`config.mk`:
```
export PLATFORM = sky130hd
export DESIGN_NAME = bitscan_encoder_32to5
export DESIGN_NICKNAME = d
export VERILOG_FILES = /design/src/rtl/decoder_pkg.sv /design/src/rtl/bitscan_encoder_32to5_lsb_index_find.sv /design/src/rtl/bitscan_encoder_32to5.sv
export SDC_FILE = /design/constraint.sdc
export NUM_CORES = 1
export LEC_CHECK = 0
export ABC_AREA = 1
export CORE_ASPECT_RATIO = 1.75
export CORE_MARGIN = 8
export CORE_UTILIZATION = 60
export DETAILED_ROUTE_END_ITERATION = 8
export GPL_TIMING_DRIVEN = 0
export HOLD_SLACK_MARGIN = 0.05
export PLACE_DENSITY = 0.86
export SLEW_MARGIN = 20
export SYNTH_ARGS = -nofsm -noshare
export SYNTH_HDL_FRONTEND = slang
export SYNTH_SLANG_ARGS = --single-unit
```
`constraint.sdc`:
```
create_clock -name clk -period 7.18 [get_ports clk]
set_clock_uncertainty 0.15 [all_clocks]
set_input_delay 1.077 -clock clk [delete_from_list [all_inputs] [get_ports clk]]
set_output_delay 1.077 -clock clk [all_outputs]
set_load 0.05 [all_outputs]
```
`src/rtl/decoder_pkg.sv`:
```
// Shared definitions for the decoder / bit-scan encoder family.
//   WIDTH        : scanned vector width (power of two, >= 2)
//   IDX_W        : index width, derived from WIDTH
//   scan_state_t : bit-scan encoder controller states
package decoder_pkg;

    localparam int WIDTH = 32;
    localparam int IDX_W = $clog2(WIDTH);

    typedef enum logic [1:0] {
        IDLE = 2'd0,
        SCAN = 2'd1,
        ZERO = 2'd2
    } scan_state_t;

endpackage : decoder_pkg

```
`src/rtl/bitscan_encoder_32to5_lsb_index_find.sv`:
```
// Combinational lowest-set-bit finder.
//   vec    [WIDTH-1:0] in  : vector to inspect
//   idx    [IDX_W-1:0] out : index of the lowest set bit (0 when vec == 0)
//   onehot             out : exactly one bit of vec is set
//   none               out : vec is all-zero
module lsb_index_find
    import decoder_pkg::*;
#(
    parameter int WIDTH_P = WIDTH,
    parameter int IDX_W_P = $clog2(WIDTH_P)
) (
    input  logic [WIDTH_P-1:0] vec,
    output logic [IDX_W_P-1:0] idx,
    output logic               onehot,
    output logic               none
);

    logic [WIDTH_P-1:0] vec_minus_one_s;
    logic [IDX_W_P-1:0] idx_s;

    // Scan from MSB down so the last hit written is the lowest set bit.
    always_comb begin
        idx_s = {IDX_W_P{1'b0}};
        for (int i = WIDTH_P - 1; i >= 0; i--) begin
            if (vec[i]) begin
                idx_s = IDX_W_P'(i);
            end else begin
                idx_s = idx_s;
            end
        end
    end

    // vec & (vec-1) clears the lowest set bit; zero result means at most one bit was set.
    always_comb begin
        vec_minus_one_s = vec - {{(WIDTH_P-1){1'b0}}, 1'b1};
        none            = (vec == {WIDTH_P{1'b0}});
        onehot          = !none && ((vec & vec_minus_one_s) == {WIDTH_P{1'b0}});
        idx             = idx_s;
    end

endmodule : lsb_index_find

```
`src/rtl/bitscan_encoder_32to5.sv`:
```
// Sequential bit-scan encoder: accepts a WIDTH-bit vector and emits the index of
// every set bit, lowest first, one index per output handshake. An all-zero vector
// yields a single beat flagged with out_zero.
//   clk, rst (async, active-high)
//   in_valid / in_ready / in [WIDTH-1:0]          : vector input handshake
//   out_valid / out_ready / out [IDX_W-1:0]       : index output handshake
//   out_last : final beat of the vector, out_zero : vector was all-zero
// All outputs are registers; nothing on the output side depends combinationally
// on in or out_ready.
module bitscan_encoder_32to5
    import decoder_pkg::*;
#(
    parameter int WIDTH_P = WIDTH,
    localparam int IDX_W_P = $clog2(WIDTH_P)
) (
    input  logic               clk,
    input  logic               rst,
    input  logic               in_valid,
    output logic               in_ready,
    input  logic [WIDTH_P-1:0] in,
    output logic               out_valid,
    input  logic               out_ready,
    output logic [IDX_W_P-1:0] out,
    output logic               out_last,
    output logic               out_zero
);

    scan_state_t        state_r;
    logic [WIDTH_P-1:0] pending_r;
    logic               in_ready_r;
    logic               out_valid_r;
    logic [IDX_W_P-1:0] out_r;
    logic               out_last_r;
    logic               out_zero_r;

    logic               accept_s;
    logic               beat_s;
    logic [WIDTH_P-1:0] pending_nxt_s;
    logic [IDX_W_P-1:0] nxt_idx_s;
    logic               nxt_onehot_s;
    logic               nxt_none_s;

    // Handshake qualifiers, taken from registered ready/valid only.
    always_comb begin
        accept_s = in_valid && in_ready_r;
        beat_s   = out_valid_r && out_ready;
    end

    // Next pending vector: load on accept, drop the emitted bit on each beat.
    always_comb begin
        pending_nxt_s = pending_r;
        case (state_r)
            IDLE: begin
                if (accept_s) begin
                    pending_nxt_s = in;
                end else begin
                    pending_nxt_s = pending_r;
                end
            end
            SCAN: begin
                if (beat_s) begin
                    pending_nxt_s = pending_r & (pending_r - {{(WIDTH_P-1){1'b0}}, 1'b1});
                end else begin
                    pending_nxt_s = pending_r;
                end
            end
            ZERO: begin
                pending_nxt_s = pending_r;
            end
            default: begin
                pending_nxt_s = {WIDTH_P{1'b0}};
            end
        endcase
    end

    // Inspect the next pending vector so the output registers are ready one cycle early.
    lsb_index_find #(
        .WIDTH_P (WIDTH_P),
        .IDX_W_P (IDX_W_P)
    ) u_find (
        .vec    (pending_nxt_s),
        .idx    (nxt_idx_s),
        .onehot (nxt_onehot_s),
        .none   (nxt_none_s)
    );

    // Controller FSM with registered handshake and beat outputs.
    always_ff @(posedge clk or posedge rst) begin
        if (rst) begin
            state_r     <= IDLE;
            pending_r   <= {WIDTH_P{1'b0}};
            in_ready_r  <= 1'b1;
            out_valid_r <= 1'b0;
            out_r       <= {IDX_W_P{1'b0}};
            out_last_r  <= 1'b0;
            out_zero_r  <= 1'b0;
        end else begin
            pending_r <= pending_nxt_s;
            case (state_r)
                IDLE: begin
                    if (accept_s) begin
                        state_r     <= nxt_none_s ? ZERO : SCAN;
                        in_ready_r  <= 1'b0;
                        out_valid_r <= 1'b1;
                        out_r       <= nxt_idx_s;
                        out_last_r  <= nxt_onehot_s || nxt_none_s;
                        out_zero_r  <= nxt_none_s;
                    end else begin
                        state_r <= IDLE;
                    end
                end
                SCAN: begin
                    if (beat_s && out_last_r) begin
                        state_r     <= IDLE;
                        in_ready_r  <= 1'b1;
                        out_valid_r <= 1'b0;
                        out_r       <= {IDX_W_P{1'b0}};
                        out_last_r  <= 1'b0;
                        out_zero_r  <= 1'b0;
                    end else if (beat_s) begin
                        out_r      <= nxt_idx_s;
                        out_last_r <= nxt_onehot_s;
                    end else begin
                        state_r <= SCAN;
                    end
                end
                ZERO: begin
                    if (beat_s) begin
                        state_r     <= IDLE;
                        in_ready_r  <= 1'b1;
                        out_valid_r <= 1'b0;
                        out_r       <= {IDX_W_P{1'b0}};
                        out_last_r  <= 1'b0;
                        out_zero_r  <= 1'b0;
                    end else begin
                        state_r <= ZERO;
                    end
                end
                default: begin
                    state_r     <= IDLE;
                    pending_r   <= {WIDTH_P{1'b0}};
                    in_ready_r  <= 1'b1;
                    out_valid_r <= 1'b0;
                    out_r       <= {IDX_W_P{1'b0}};
                    out_last_r  <= 1'b0;
                    out_zero_r  <= 1'b0;
                end
            endcase
        end
    end

    // Drive ports straight from the registers.
    always_comb begin
        in_ready  = in_ready_r;
        out_valid = out_valid_r;
        out       = out_r;
        out_last  = out_last_r;
        out_zero  = out_zero_r;
    end

endmodule : bitscan_encoder_32to5

```
Word-level counts from Yosys, hierarchy flattened
Index checks and enable logic that the tools add are counted.
Widths: inputs -> output; s select.
{"block": "totals", "elab_cells": 91, "inputBits": 36, "ff_bits": 43}
{"block": "classes", "muxes": 61, "add_sub_neg": 2, "n_reduce_logical": 12, "bitwise_logic": 2, "n_eq_ne": 7}
{"cell": "$mux 5", "n": 36}
{"cell": "$mux 32", "n": 3}
{"cell": "$pmux 32 s3", "n": 1}
{"cell": "$and 32x32->32", "n": 2}
{"cell": "$logic_not 32->1", "n": 2}
{"cell": "$sub 32x1->32 const B", "n": 2}
{"cell": "$pmux 5 s3", "n": 1}
{"cell": "$pmux 1 s3", "n": 4}
{"cell": "$mux 1", "n": 10}
{"cell": "$mux 2", "n": 5}
{"cell": "$ne 2x2->1 const B", "n": 3}
{"cell": "$ne 3x3->1 const B", "n": 2}
{"cell": "$pmux 2 s3", "n": 1}
{"cell": "$reduce_and 3->1", "n": 2}
{"cell": "$logic_and 1x1->1", "n": 4}
{"cell": "$reduce_or 3->1", "n": 1}
{"cell": "$eq 2x1->1 const B", "n": 1}
{"cell": "$eq 2x2->1 const B", "n": 1}
{"cell": "$logic_not 2->1", "n": 1}
{"cell": "$logic_not 1->1", "n": 1}
{"cell": "$logic_or 1x1->1", "n": 1}

Logic depth before layout (Yosys ltp)
Gate-level depths: netlist of run 1.
{"block": "depth", "word_depth": 39, "depth_mapped": 41}

Cells and area by module
Synthesis of run 1 repeated with hierarchy kept, for this count alone.
{"block": "unflattened", "cells_unflattened": 633, "area_unflattened_um2": 3747.3}
{"module": "bitscan_encoder_32to5", "area_per_inst_um2": 2929.1, "seq_area_each_um2": 1077.3, "cells_each": 460, "instances": 1}
{"module": "lsb_index_find", "area_per_inst_um2": 818.3, "seq_area_each_um2": 0.0, "cells_each": 173, "instances": 1}

Worst setup path after synthesis of run 1
No wires, ideal clock.
{"block": "synth_path", "kind": "input -> register", "startpoint": "in out_ready", "endpoint": "reg out_last_r (netlist: out_last)", "n_path_buf": 0, "cell_stages": 23, "arrival_ps": 3372, "slack_ps": 3579, "path_cell_list": "nand2_1 -> inv_1 -> nand2_1 -> a21oi_2 -> inv_2 -> nor2_4 -> nand2_2 -> a22oi_4 -> inv_2 -> nor2_4 -> nand2_1 -> nor3_2 -> inv_2 -> nor2_4 -> nand2_2 -> inv_2 -> nand3_2 -> a22o_1 -> a2111oi_2 -> nand4_1 -> nor2_1 -> nor2_1 -> o22ai_2"}
{"block": "synth_between", "elab_chain_cells": 10, "word_cells_on_any_way": 18}
{"element": "from (decl)", "line": "bitscan_encoder_32to5.sv:22", "text": "input logic out_ready,"}
{"element": "$logic_and 1x1->1 (*)", "line": "bitscan_encoder_32to5.sv:46", "text": "beat_s = out_valid_r && out_ready;"}
{"element": "$mux 32", "line": "bitscan_encoder_32to5.sv:61", "text": "if (beat_s) begin"}
{"element": "$pmux 32 s3", "line": "bitscan_encoder_32to5.sv:52", "text": "case (state_r)"}
{"element": "$sub 32x1->32", "line": "bitscan_encoder_32to5_lsb_index_find.sv:35", "text": "vec_minus_one_s = vec - {{(WIDTH_P-1){1'b0}}, 1'b1};"}
{"element": "$and 32x32->32", "line": "bitscan_encoder_32to5_lsb_index_find.sv:37", "text": "onehot = !none && ((vec & vec_minus_one_s) == {WIDTH_P{1'b0}});"}
{"element": "$logic_not 32->1", "line": "bitscan_encoder_32to5_lsb_index_find.sv:37"}
{"element": "$logic_and 1x1->1", "line": "bitscan_encoder_32to5_lsb_index_find.sv:37"}
{"element": "$mux 1 / $logic_or 1x1->1 (equally long branches)", "line": "bitscan_encoder_32to5.sv:120, bitscan_encoder_32to5.sv:106"}
{"element": "$mux 1 (on tied branches)", "line": "bitscan_encoder_32to5.sv:113, bitscan_encoder_32to5.sv:101"}
{"element": "$pmux 1 s3", "line": "bitscan_encoder_32to5.sv:99", "text": "case (state_r)"}
{"element": "to (signal assigned)", "line": "bitscan_encoder_32to5.sv:106", "text": "out_last_r <= nxt_onehot_s || nxt_none_s;"}
{"element": "to (signal assigned)", "line": "bitscan_encoder_32to5.sv:122", "text": "out_last_r <= nxt_onehot_s;"}
{"element": "to (decl)", "line": "bitscan_encoder_32to5.sv:33", "text": "logic out_last_r;"}
Every way passes the cells marked *; elsewhere a longest branch is shown, timed or not. The select of a mux whose other input is x is not followed.
A chain may end at the register's enable or synchronous reset.

Worst setup path after layout of run 1
Same ends and word-level chain as after synthesis.

==> results of run 1 <==
-- per-layer routing --
layer | wire length, µm | up-vias | track usage [%]
met4 | 437 | 0 | 14.68
met1 | 3639 | 1627 | 25.27
li1 | - | 1717 | -
met3 | 494 | 33 | 5.351
met5 | 0 | - | 0
met2 | 5299 | 104 | 45.67
-- layout by cell type (no fill, tap or decap), drive strengths merged, types with 2 or more instances in the layout --
master,n
a31oi,2
o21ai,34
o31ai,4
nor3,12
a22oi,12
nand3,19
o21a,8
inv,91
dfrtp,42
nor2,85
o211ai,2
and2,3
buf,7
nor4,2
clkbuf,8
clkdlybuf4s50,44
a21boi,3
nand2,143
a21oi,17
o2111ai,3
nand4,7
nand3b,2
-- registers in the layout, summed over array words and instances (netlist names) --
signal and flops:
pending_r 32, out_valid 1, out_last 1, in_ready 1, out_zero 1, state_r 2, out 5
-- power breakdown --
| group | internal [mW] | leakage (nW) | switching [mW] | total, mW |
|---|---|---|---|---|
| Clock | 0.0692 | 0.0395 | 0.0833 | 0.153 |
| Combinational | 0.0180 | 1.32 | 0.00896 | 0.0269 |
| Sequential | 0.242 | 0.540 | 0 | 0.242 |
| Total | 0.329 | 1.89 | 0.0923 | 0.421 |
-- cells by family (layout without fill, tap and decap cells) --
kind of cell / after synthesis / in the layout / synth area share [%]
and+or+nand+nor: 274 / 274 / 36.44
DFF: 43 / 43 / 32.31
AOI/OAI and AO/OA: 91 / 91 / 19.44
buffers and inverters: 97 / 150 / 11.82
-- worst paths after layout --
check / start / to / slack, ns / depth (start not counted)
max reg2reg: in_ready / out_last / 3.23 / 19
min: out_zero / out_zero / 0.34 / 2
max in group asynchronous: rst / in_ready / 5.45 / 3
min reg2reg: out_zero / out_zero / 0.34 / 2
max: out_ready / out_last / 2.52 / 22
min in group asynchronous: rst / pending_r[10] / 0.87 / 2
-- metrics by stage --
stage / worst slack, ns / hold WS (ns) / utilization (%)
3_3_place_gp: 2.373 / 0.3150 / 71.01
3_5_place_dp: 2.291 / 0.3232 / 71.37
2_1_floorplan: 3.579 / 0.3590 / -
5_1_grt: 2.306 / 0.3664 / 72.84
4_1_cts: 2.580 / 0.3435 / 72.84
6_report: 2.516 / 0.3376 / 72.84
-- cells in the mapped netlist, types with 2 or more instances --
| cell type | count |
|---|---|
| a22oi_2 | 6 |
| nor2_2 | 8 |
| nand3b_1 | 2 |
| a21oi_1 | 15 |
| nor4_1 | 2 |
| dfrtp_1 | 42 |
| buf_6 | 2 |
| a21boi_1 | 2 |
| o31ai_1 | 3 |
| nor3_1 | 9 |
| o2111ai_1 | 3 |
| o21a_2 | 3 |
| a22oi_1 | 5 |
| a21oi_2 | 2 |
| nor2_1 | 72 |
| o21a_1 | 5 |
| o21ai_1 | 7 |
| a31oi_1 | 2 |
| nor3_2 | 2 |
| inv_2 | 25 |
| and2_1 | 3 |
| nand4_1 | 6 |
| nand2_1 | 136 |
| nor2_4 | 5 |
| buf_4 | 4 |
| o21ai_0 | 27 |
| o211ai_1 | 2 |
| nand2_2 | 7 |
| inv_1 | 66 |
| nand3_1 | 18 |
-- final cells by class --
class                           count  area [µm²]  share of cell area [%]
Buffer                              6       52.55                   1.324
Clock buffer                        8       80.08                   2.017
Inverter                           91       341.6                   8.604
Multi-Input combinational cell    365        1863                   46.93
Sequential cell                    43        1077                   27.14
Tap cell                           76       95.09                   2.395
Timing Repair Buffer               45       460.4                   11.60
-- worst max-delay path, delay by kind of cell --
kind	cells	cell delay, ns
AOI/OAI and AO/OA	4	0.92
buffers and inverters	4	0.74
and+or+nand+nor	14	1.99
==> flow_summary_export.csv, run 1 <==
group,metric,value,unit
final_layout,fillers,478,
global_routing,grt_pass1_vias,3620,
global_routing,grt_max_degree,34,
die,die_h,114.6,µm
final_layout,fin_nets,593,
yosys,async_flop_share,100.0,%
power,total_leakage_power,1.895,nW
yosys,synth-main-ff-cell,"dfrtp_1",
sta,min_period_over_period,64.96,%
power,vdd_drop_max,0.1082,mV
clocking,clock_sinks,43,
setup_path,path_max_fanout,6,
yosys,syn_area,3334,µm²
sta,worstMarginPinSlew,0.6163,ns
die,core,5450,µm²
setup_path,crit_path_top_delay_cell,"clkdlybuf4s50_1",
detailed_routing,drt-wirelength-per-cell,15.57,µm
die,rows,36,
clocking,cts_root_buf,"clkbuf_8",
placement,place.gp.congestion,0.9549,
sta,setup_viol,0,
setup_path,crit_type,"in -> reg",
die,dieArea,8293,µm²
setup_path,crit_chain,"clkdlybuf4s50_1 -> nand2_1 -> inv_1 -> nand3_1 -> nand2_1 -> nand2_1 -> nor2_1 -> nand2_1 -> a22oi_2 -> inv_2 -> nor2_1 -> inv_2 -> nor2_1 -> nand2_2 -> nor2_4 -> nand4_1 -> a22o_1 -> a2111oi_2 -> nand4_1 -> nor2_1 -> nor2_1 -> o22ai_2",
detailed_routing,first_pass_iters,5,
setup_path,crit_arrival,4.74,ns
clocking,worstSkewPairLatency,0.30,ns
sta,fin_tns_setup,0,ns
job,maxCapViolCount,0,
sta,max-slew-margin-rel,58.53,%
placement,hpwl,8020,µm
yosys,synth_cells,505,
global_routing,grt_first_pass_wirelength,16420,µm
placement,port_buffers,44,
setup_path,max_stage_delay,0.49,ns
power,finalPower,421.5,µW
sta,hold_viol,0,
final_layout,drive_gt1_share,14.34,%
clocking,cts_made_buffers,5,
sta,max_clock_freq,0.2144,GHz
power,powerDensity,106.2,nW/µm²
outcome,status,"completed",
clocking,hold_buffers,0,
die,start_util,61.18,%
setup_path,endpoint_kind,"register",
detailed_routing,ant_nets,0,
sta,min_period,4.664,ns
global_routing,track_usage,25.19,%
detailed_routing,drc,0,
clocking,cts_setup_buffers,0,
yosys,synth.area.top_cells,"dfrtp_1 32%, nand2_1 15%, nor2_1 8.1%, inv_1 7.4%, o21ai_0 4.1%",
detailed_routing,avgViaCountPerCell,5.491,
final_layout,finish.instance_area,3970,µm²
die,io_pins,45,
yosys,synth_largest_area_cell,"dfrtp_1",
yosys,synth_top_area_share,31.52,%
final_layout,fin_cells,634,
yosys,seq_area_frac_synth,32.31,%
detailed_routing,vias,3481,
yosys,yosys_register_bits,43,
setup_path,start_kind,"input port",
detailed_routing,drtIter0Drc,218,
final_layout,synthToLayoutAreaGrowth,19.06,%
yosys,syn_nets,541,
clocking,cts_buffer_depth,2,
clocking,post_cts_resized,0,
sta,drv_slew,0,
yosys,synthDistinctLibCells,44,
min_path,hold_path_class,"reg -> reg",
yosys,syn_area_per_cell,6.603,µm²
detailed_routing,wirelength,9871,µm
clocking,cts_max_level,2,
global_routing,grt_overflow,0,
placement,postPlaceCellArea,3890,µm²
clocking,cts.clk_slew.worst_paths,0.08,ns
yosys,yosys_warnings,0,
setup_path,critical_path_required,7.25,ns
yosys,synth_edf_count,0,
die,fp.dieW,72.36,µm
clocking,cts_tree,"built",
placement,numPlacedInstances,626,
sta,rsz0062_at_grt,"false",
global_routing,antenna_found_initial,0,
setup_path,crit_path_frequent_cell,"nor2_1",
final_layout,diodes,0,
No activity file was read; power rests on OpenSTA's default activity.
==> inputs of run 2 (changes only) <==
Settings changed: CORE_UTILIZATION 60 to 50, PLACE_DENSITY 0.86 to 0.77.
Clock period 7.18 ns to 3.8 ns, I/O delays scaled along.
==> run 2 against run 1 <==
Against the previous run: critical path depth up 1; cell count up 3.8%; clock power rose to 3.2 times the previous value; global-route usage down 2.7 points; register-to-register slack worse by 3.2 ns; clock-buffer cell count down 2; core utilization down 5.4 points; sequential share of layout area down 2.5 points; critical path type is now reg -> reg; sequential power up 89%; flip-flop and latch count unchanged; largest cell class unchanged; worst setup slack worse by 2.5 ns; largest power group is now clock; power up 140%.
==> flow_summary_export.csv, run 2 (same netlist as run 1, synthesis figures left out) <==
group,metric,value,unit
placement,place.gp.congestion,0.9319,
detailed_routing,avgViaCountPerCell,5.471,
global_routing,grt_max_degree,24,
detailed_routing,drt-wirelength-per-cell,16.57,µm
sta,min_period,3.754,ns
clocking,cts_buffer_depth,2,
setup_path,crit_arrival,3.82,ns
final_layout,largest_reg_flops,32,
sta,min_period_over_period,98.80,%
final_layout,final_common_cell,"nand2_1",
sta,setup_viol,0,
die,die_h,124.0,µm
final_layout,diodes,0,
detailed_routing,vias,3600,
die,io_pins,45,
power,total_leakage_power,2.096,nW
final_layout,fin_nets,612,
global_routing,antenna_found_initial,0,
power,finalPower,999.0,µW
sta,rsz0062_at_grt,"true",
placement,hpwl,8186,µm
setup_path,critical_path_required,3.87,ns
final_layout,top_register,"pending_r",
min_path,hold_path_class,"reg -> reg",
sta,max_clock_freq,0.2664,GHz
placement,port_buffers,44,
global_routing,track_usage,22.48,%
detailed_routing,wirelength,10900,µm
die,core,6490,µm²
sta,drv_slew,0,
setup_path,start_kind,"register",
clocking,hold_buffers,0,
power,powerDensity,228.1,nW/µm²
final_layout,synthToLayoutAreaGrowth,31.33,%
setup_path,crit_chain,"inv_2 -> nor2_4 -> buf_6 -> nand2_4 -> nand4_4 -> nor2_4 -> inv_2 -> a22oi_2 -> inv_2 -> nor2_4 -> nand2_2 -> nor3_2 -> inv_2 -> nor2_4 -> buf_6 -> nand4_1 -> buf_4 -> o41ai_4 -> o2111a_1 -> nand4_1 -> nor2_1 -> nor2_1 -> o22ai_2",
final_layout,drive_gt1_share,22.22,%
detailed_routing,ant_nets,0,
setup_path,endpoint_kind,"register",
detailed_routing,drc,0,
global_routing,grt_overflow,0,
final_layout,mostFrequentLayoutCells,"132 x nand2_1, 63 x inv_1, 61 x nor2_1, 42 x clkdlybuf4s50_1, 41 x dfrtp_1",
die,fp.dieW,77.73,µm
job,maxCapViolCount,0,
outcome,status,"completed",
setup_path,max_stage_delay,0.40,ns
power,vdd_drop_max,0.2321,mV
clocking,cts_made_buffers,5,
die,start_util,51.38,%
clocking,cts_max_level,2,
sta,worstMarginPinSlew,0.5084,ns
setup_path,crit_buf_inv,7,
final_layout,fillers,603,
final_layout,finish.instance_area,4379,µm²
die,dieArea,9641,µm²
sta,max-slew-margin-rel,66.06,%
setup_path,crit_family,"simple AND/OR/NAND/NOR gates",
sta,hold_viol,0,
sta,fin_tns_setup,0,ns
detailed_routing,drtIter0Drc,236,
clocking,cts_root_buf,"clkbuf_16",
global_routing,grt_first_pass_wirelength,17070,µm
clocking,cts.clk_slew.worst_paths,0.06,ns
clocking,clock_sinks,43,
setup_path,crit_type,"reg -> reg",
placement,postPlaceCellArea,3905,µm²
detailed_routing,first_pass_iters,5,
clocking,cts_tree,"built",
setup_path,crit_path_top_delay_cell,"dfrtp_1",
setup_path,path_max_fanout,7,
die,rows,39,
global_routing,grt_pass1_vias,3624,
clocking,worstSkewPairLatency,0.29,ns
[run 2: cell count changes in the layout (fill, tap and decap cells not counted), moves of 3 or more]
| cell | delta |
|---|---|
| nand2_1 | -4 |
| o21ai_0 | -3 |
| clkbuf_16 | +5 |
| nor2_1 | -11 |
| nor2_4 | +3 |
| clkbuf_8 | -5 |
| nor2_2 | +8 |
| buf_4 | +17 |
| nand2_4 | +3 |
[run 2: metal layers]
layer | up-vias | share of wire (%) | wire [µm] | track usage [%]
met5 | - | 0 | 0 | 0
li1 | 1750 | - | - | -
met4 | 0 | 6.8 | 736 | 16.51
met1 | 1671 | 37 | 4046 | 22.67
met2 | 127 | 52 | 5690 | 41.36
met3 | 52 | 3.9 | 427 | 2.890
[run 2: cell type report]
cell class	instances	area, µm²	area share, %
Multi-Input combinational cell	365	2019	46.11
Sequential cell	43	1079	24.63
Timing Repair Buffer	64	619.3	14.14
Inverter	91	344.1	7.857
Clock buffer	6	128.9	2.943
Tap cell	82	102.6	2.343
Buffer	6	56.30	1.286
Clock inverter	1	30.03	0.6857
[run 2: repair_timing]
action | 4_1_cts | 5_1_grt
pin swaps | 6 | 20
buffers inserted | 4 | 15
setup endpoints to repair | 1 | 3
resized for setup | 10 | 36
[run 2: final timing paths]
check,startpoint,end,slack [ns],cells past startpoint
worst min register to register,out_zero,out_zero,0.33,2
worst max-delay path,state_r[0],out_last,0.05,23
worst max register to register,state_r[0],out_last,0.05,23
max in group asynchronous,rst,in_ready,2.45,3
worst min-delay path,out_zero,out_zero,0.33,2
min in group asynchronous,rst,pending_r[9],0.48,2
[run 2: worst reg2reg max path, cell delays in order, from the launching register on]
cell      delay [ns]
dfrtp_1         0.40
inv_2           0.11
nor2_4          0.05
buf_6           0.14
nand2_4         0.08
nand4_4         0.14
nor2_4          0.19
inv_2           0.05
a22oi_2         0.17
inv_2           0.08
nor2_4          0.13
nand2_2         0.07
nor3_2          0.20
inv_2           0.10
nor2_4          0.17
buf_6           0.13
nand4_1         0.19
buf_4           0.21
o41ai_4         0.29
o2111a_1        0.23
nand4_1         0.12
nor2_1          0.14
nor2_1          0.06
o22ai_2         0.08
[run 2: report_power, final]
group / switching [mW] / internal (mW)
clock network: 0.182 / 0.307
registers: 0 / 0.458
logic: 0.0178 / 0.0345
[run 2: metrics by stage]
stage                     util (%)  hold slack (ns)  setup slack (ns)  std cells
after global routing         67.48           0.3554           -0.1200        658
after detailed placement     60.17           0.3193           -0.4343        632
after floorplan                  -           0.3590            0.5410        505
after global placement       59.75           0.3184           -0.3805        631
final                        67.48           0.3339           0.04562        658
after CTS                    63.58           0.3367          0.002629        643
==> inputs of run 3 (changes only) <==
Settings changed: CELL_PAD_IN_SITES_DETAIL_PLACEMENT from default to 1, CELL_PAD_IN_SITES_GLOBAL_PLACEMENT from default to 1, CORE_UTILIZATION 50 to 36, PLACE_DENSITY 0.77 to default, PLACE_DENSITY_LB_ADDON from default to 0.1.
==> run 3 against run 2 <==
Against the previous run: first-iteration DRC count is 41% lower; die area is 32% higher; critical path depth stayed put; worst hold slack better by 0.0032 ns; clock power is 18% higher; global-route usage is 0.64 points lower; cell count is 10% higher; via count is 4.7% higher; sequential share of layout area is 2.7 points lower; clock-buffer cell count is 1 lower; largest power group unchanged.
==> flow_summary_export.csv, run 3 (same netlist as run 1, synthesis figures left out) <==
group,metric,value,unit
final_layout,drive_gt1_share,32.01,%
placement,postPlaceCellArea,3945,µm²
setup_path,worstReg2RegStart,"state_r[0]",
setup_path,startpoint,"state_r[0]",
clocking,hold_buffers,0,
placement,hpwl,9993,µm
die,die_h,143.3,µm
setup_path,cp-endpoint,"out_last",
clocking,cts_buffer_depth,2,
setup_path,start_kind,"register",
power,switchingPower,215.6,µW
final_layout,final_common_cell,"nand2_1",
power,finalPower,1.084,mW
die,io_pins,45,
global_routing,antenna_found_initial,0,
clocking,cts_made_buffers,5,
clocking,cts_root_buf,"clkbuf_16",
detailed_routing,first_pass_iters,4,
power,power.share.combinational,4.8,%
sta,max-slew-margin-rel,66.26,%
die,core,9036,µm²
final_layout,fin_nets,641,
power,p_clk_share,53.0,%
min_path,hold_path_class,"reg -> reg",
clocking,cts.clk_slew.worst_paths,0.07,ns
power,power.internal,868.0,µW
detailed_routing,drt-wirelength-per-cell,18.87,µm
detailed_routing,ant_nets,0,
final_layout,finish.instance_area,4920,µm²
sta,drv_slew,0,
detailed_routing,vias,3770,
sta,min_period,3.758,ns
clocking,cts_max_level,2,
setup_path,timing.rr.end,"out_last",
die,fp.dieW,88.75,µm
setup_path,endpoint_kind,"register",
final_layout,mostFrequentLayoutCells,"124 x nand2_1, 57 x inv_1, 52 x nor2_1, 43 x buf_4, 42 x clkdlybuf4s50_1",
setup_path,r2r_cells,23,
power,total_leakage_power,2.289,nW
clocking,clock_sinks,43,
final_layout,synthToLayoutAreaGrowth,47.54,%
final_layout,top_register,"pending_r",
detailed_routing,drc,0,
setup_path,ff2ff_setup_slack,0.04,ns
die,start_util,36.90,%
die,dieArea,12720,µm²
global_routing,grt_max_degree,25,
setup_path,critical_path_required,3.87,ns
power,vdd_drop_max,0.2208,mV
placement,port_buffers,44,
sta,worstMarginPinSlew,0.5046,ns
sta,min_period_over_period,98.90,%
final_layout,diodes,0,
detailed_routing,drtIter0Drc,139,
setup_path,path_max_fanout,5,
sta,setup_viol,0,
clocking,worstSkewPairLatency,0.29,ns
power,powerDensity,220.3,nW/µm²
detailed_routing,wirelength,13700,µm
global_routing,track_usage,21.84,%
setup_path,crit_arrival,3.83,ns
sta,rsz0062_at_grt,"true",
global_routing,grt_pass1_vias,4148,
global_routing,grt_first_pass_wirelength,21090,µm
power,swShare,19.90,%
detailed_routing,avgViaCountPerCell,5.193,
sta,max_clock_freq,0.2661,GHz
outcome,status,"completed",
power,seqPwrFrac,42.2,%
final_layout,largest_reg_flops,32,
die,rows,46,
job,maxCapViolCount,0,
global_routing,grt_overflow,0,
sta,hold_viol,0,
placement,place.gp.congestion,0.8768,
final_layout,fin_util,54.44,%
clocking,cts_tree,"built",
setup_path,crit_type,"reg -> reg",
-- run 3: critical path: stages (launching register included) --
cell       delay [ns]
dfrtp_1          0.40
inv_2            0.11
nor2_4           0.05
buf_6            0.14
buf_6            0.13
a21oi_2          0.13
inv_2            0.06
nor2_4           0.17
nand2_2          0.10
a22oi_4          0.17
inv_2            0.08
nor2_4           0.15
nand2_4          0.07
nor3_4           0.14
inv_2            0.09
nor2_4           0.13
buf_6            0.13
nand4_1          0.17
a22o_1           0.30
a2111oi_4        0.33
nand4_1          0.18
nor2_1           0.14
nor2_1           0.06
o22ai_2          0.08
-- run 3: routing by layer --
layer | vias to the layer above | track usage [%] | wire length (µm)
met1 | 1846 | 22.34 | 4996
li1 | 1813 | - | -
met3 | 40 | 2.975 | 330
met5 | - | 0 | 0
met4 | 0 | 11.30 | 726
met2 | 71 | 40.74 | 7647
-- run 3: how the worst min path moves through the flow --
| stage | slack (ns) | end | cells after the start | start |
|---|---|---|---|---|
| detailed placement | 0.33 | out[3] | 2 | out[3] |
| global placement | 0.32 | out[0] | 2 | out[0] |
| floorplan | 0.36 | pending_r[3] | 2 | pending_r[3] |
| global route | 0.37 | out[3] | 2 | out[3] |
| finish | 0.34 | out[3] | 2 | out[3] |
| CTS | 0.34 | out[1] | 2 | out[1] |
-- run 3: cell type report --
class	instances	area, µm²
fill	1179	4116
multi-input combinational	365	2233
sequential	43	1079
timing repair buffer	93	850.8
inverter	91	346.6
tap	120	150.1
clock buffer	5	125.1
clock inverter	3	67.56
buffer	6	67.56
-- run 3: power groups by stage --
stage               Sequential (mW)  Clock [mW]  Combinational [mW]
floorplan                     0.466           0             0.00748
global route                  0.457       0.599              0.0563
global placement              0.466           0              0.0485
detailed placement            0.466           0              0.0518
CTS                           0.458       0.582              0.0516
finish                        0.458       0.575              0.0515
-- run 3: stage by stage --
stage,TNS (ns),cells,setup WS [ns],hold slack [ns]
2_1_floorplan,0,505,0.5410,0.3590
3_3_place_gp,-2.038,669,-0.8936,0.3173
3_5_place_dp,-2.208,670,-0.9472,0.3264
4_1_cts,0,708,0.001267,0.3429
5_1_grt,-0.2772,726,-0.1342,0.3736
6_report,0,726,0.04180,0.3371
-- run 3: timing repair --
item / 4_1_cts / 5_1_grt
endpoints found under the setup margin: 3 / 4
gates resized for setup: 53 / 64
setup buffers: 30 / 18
pin swaps: 35 / 38
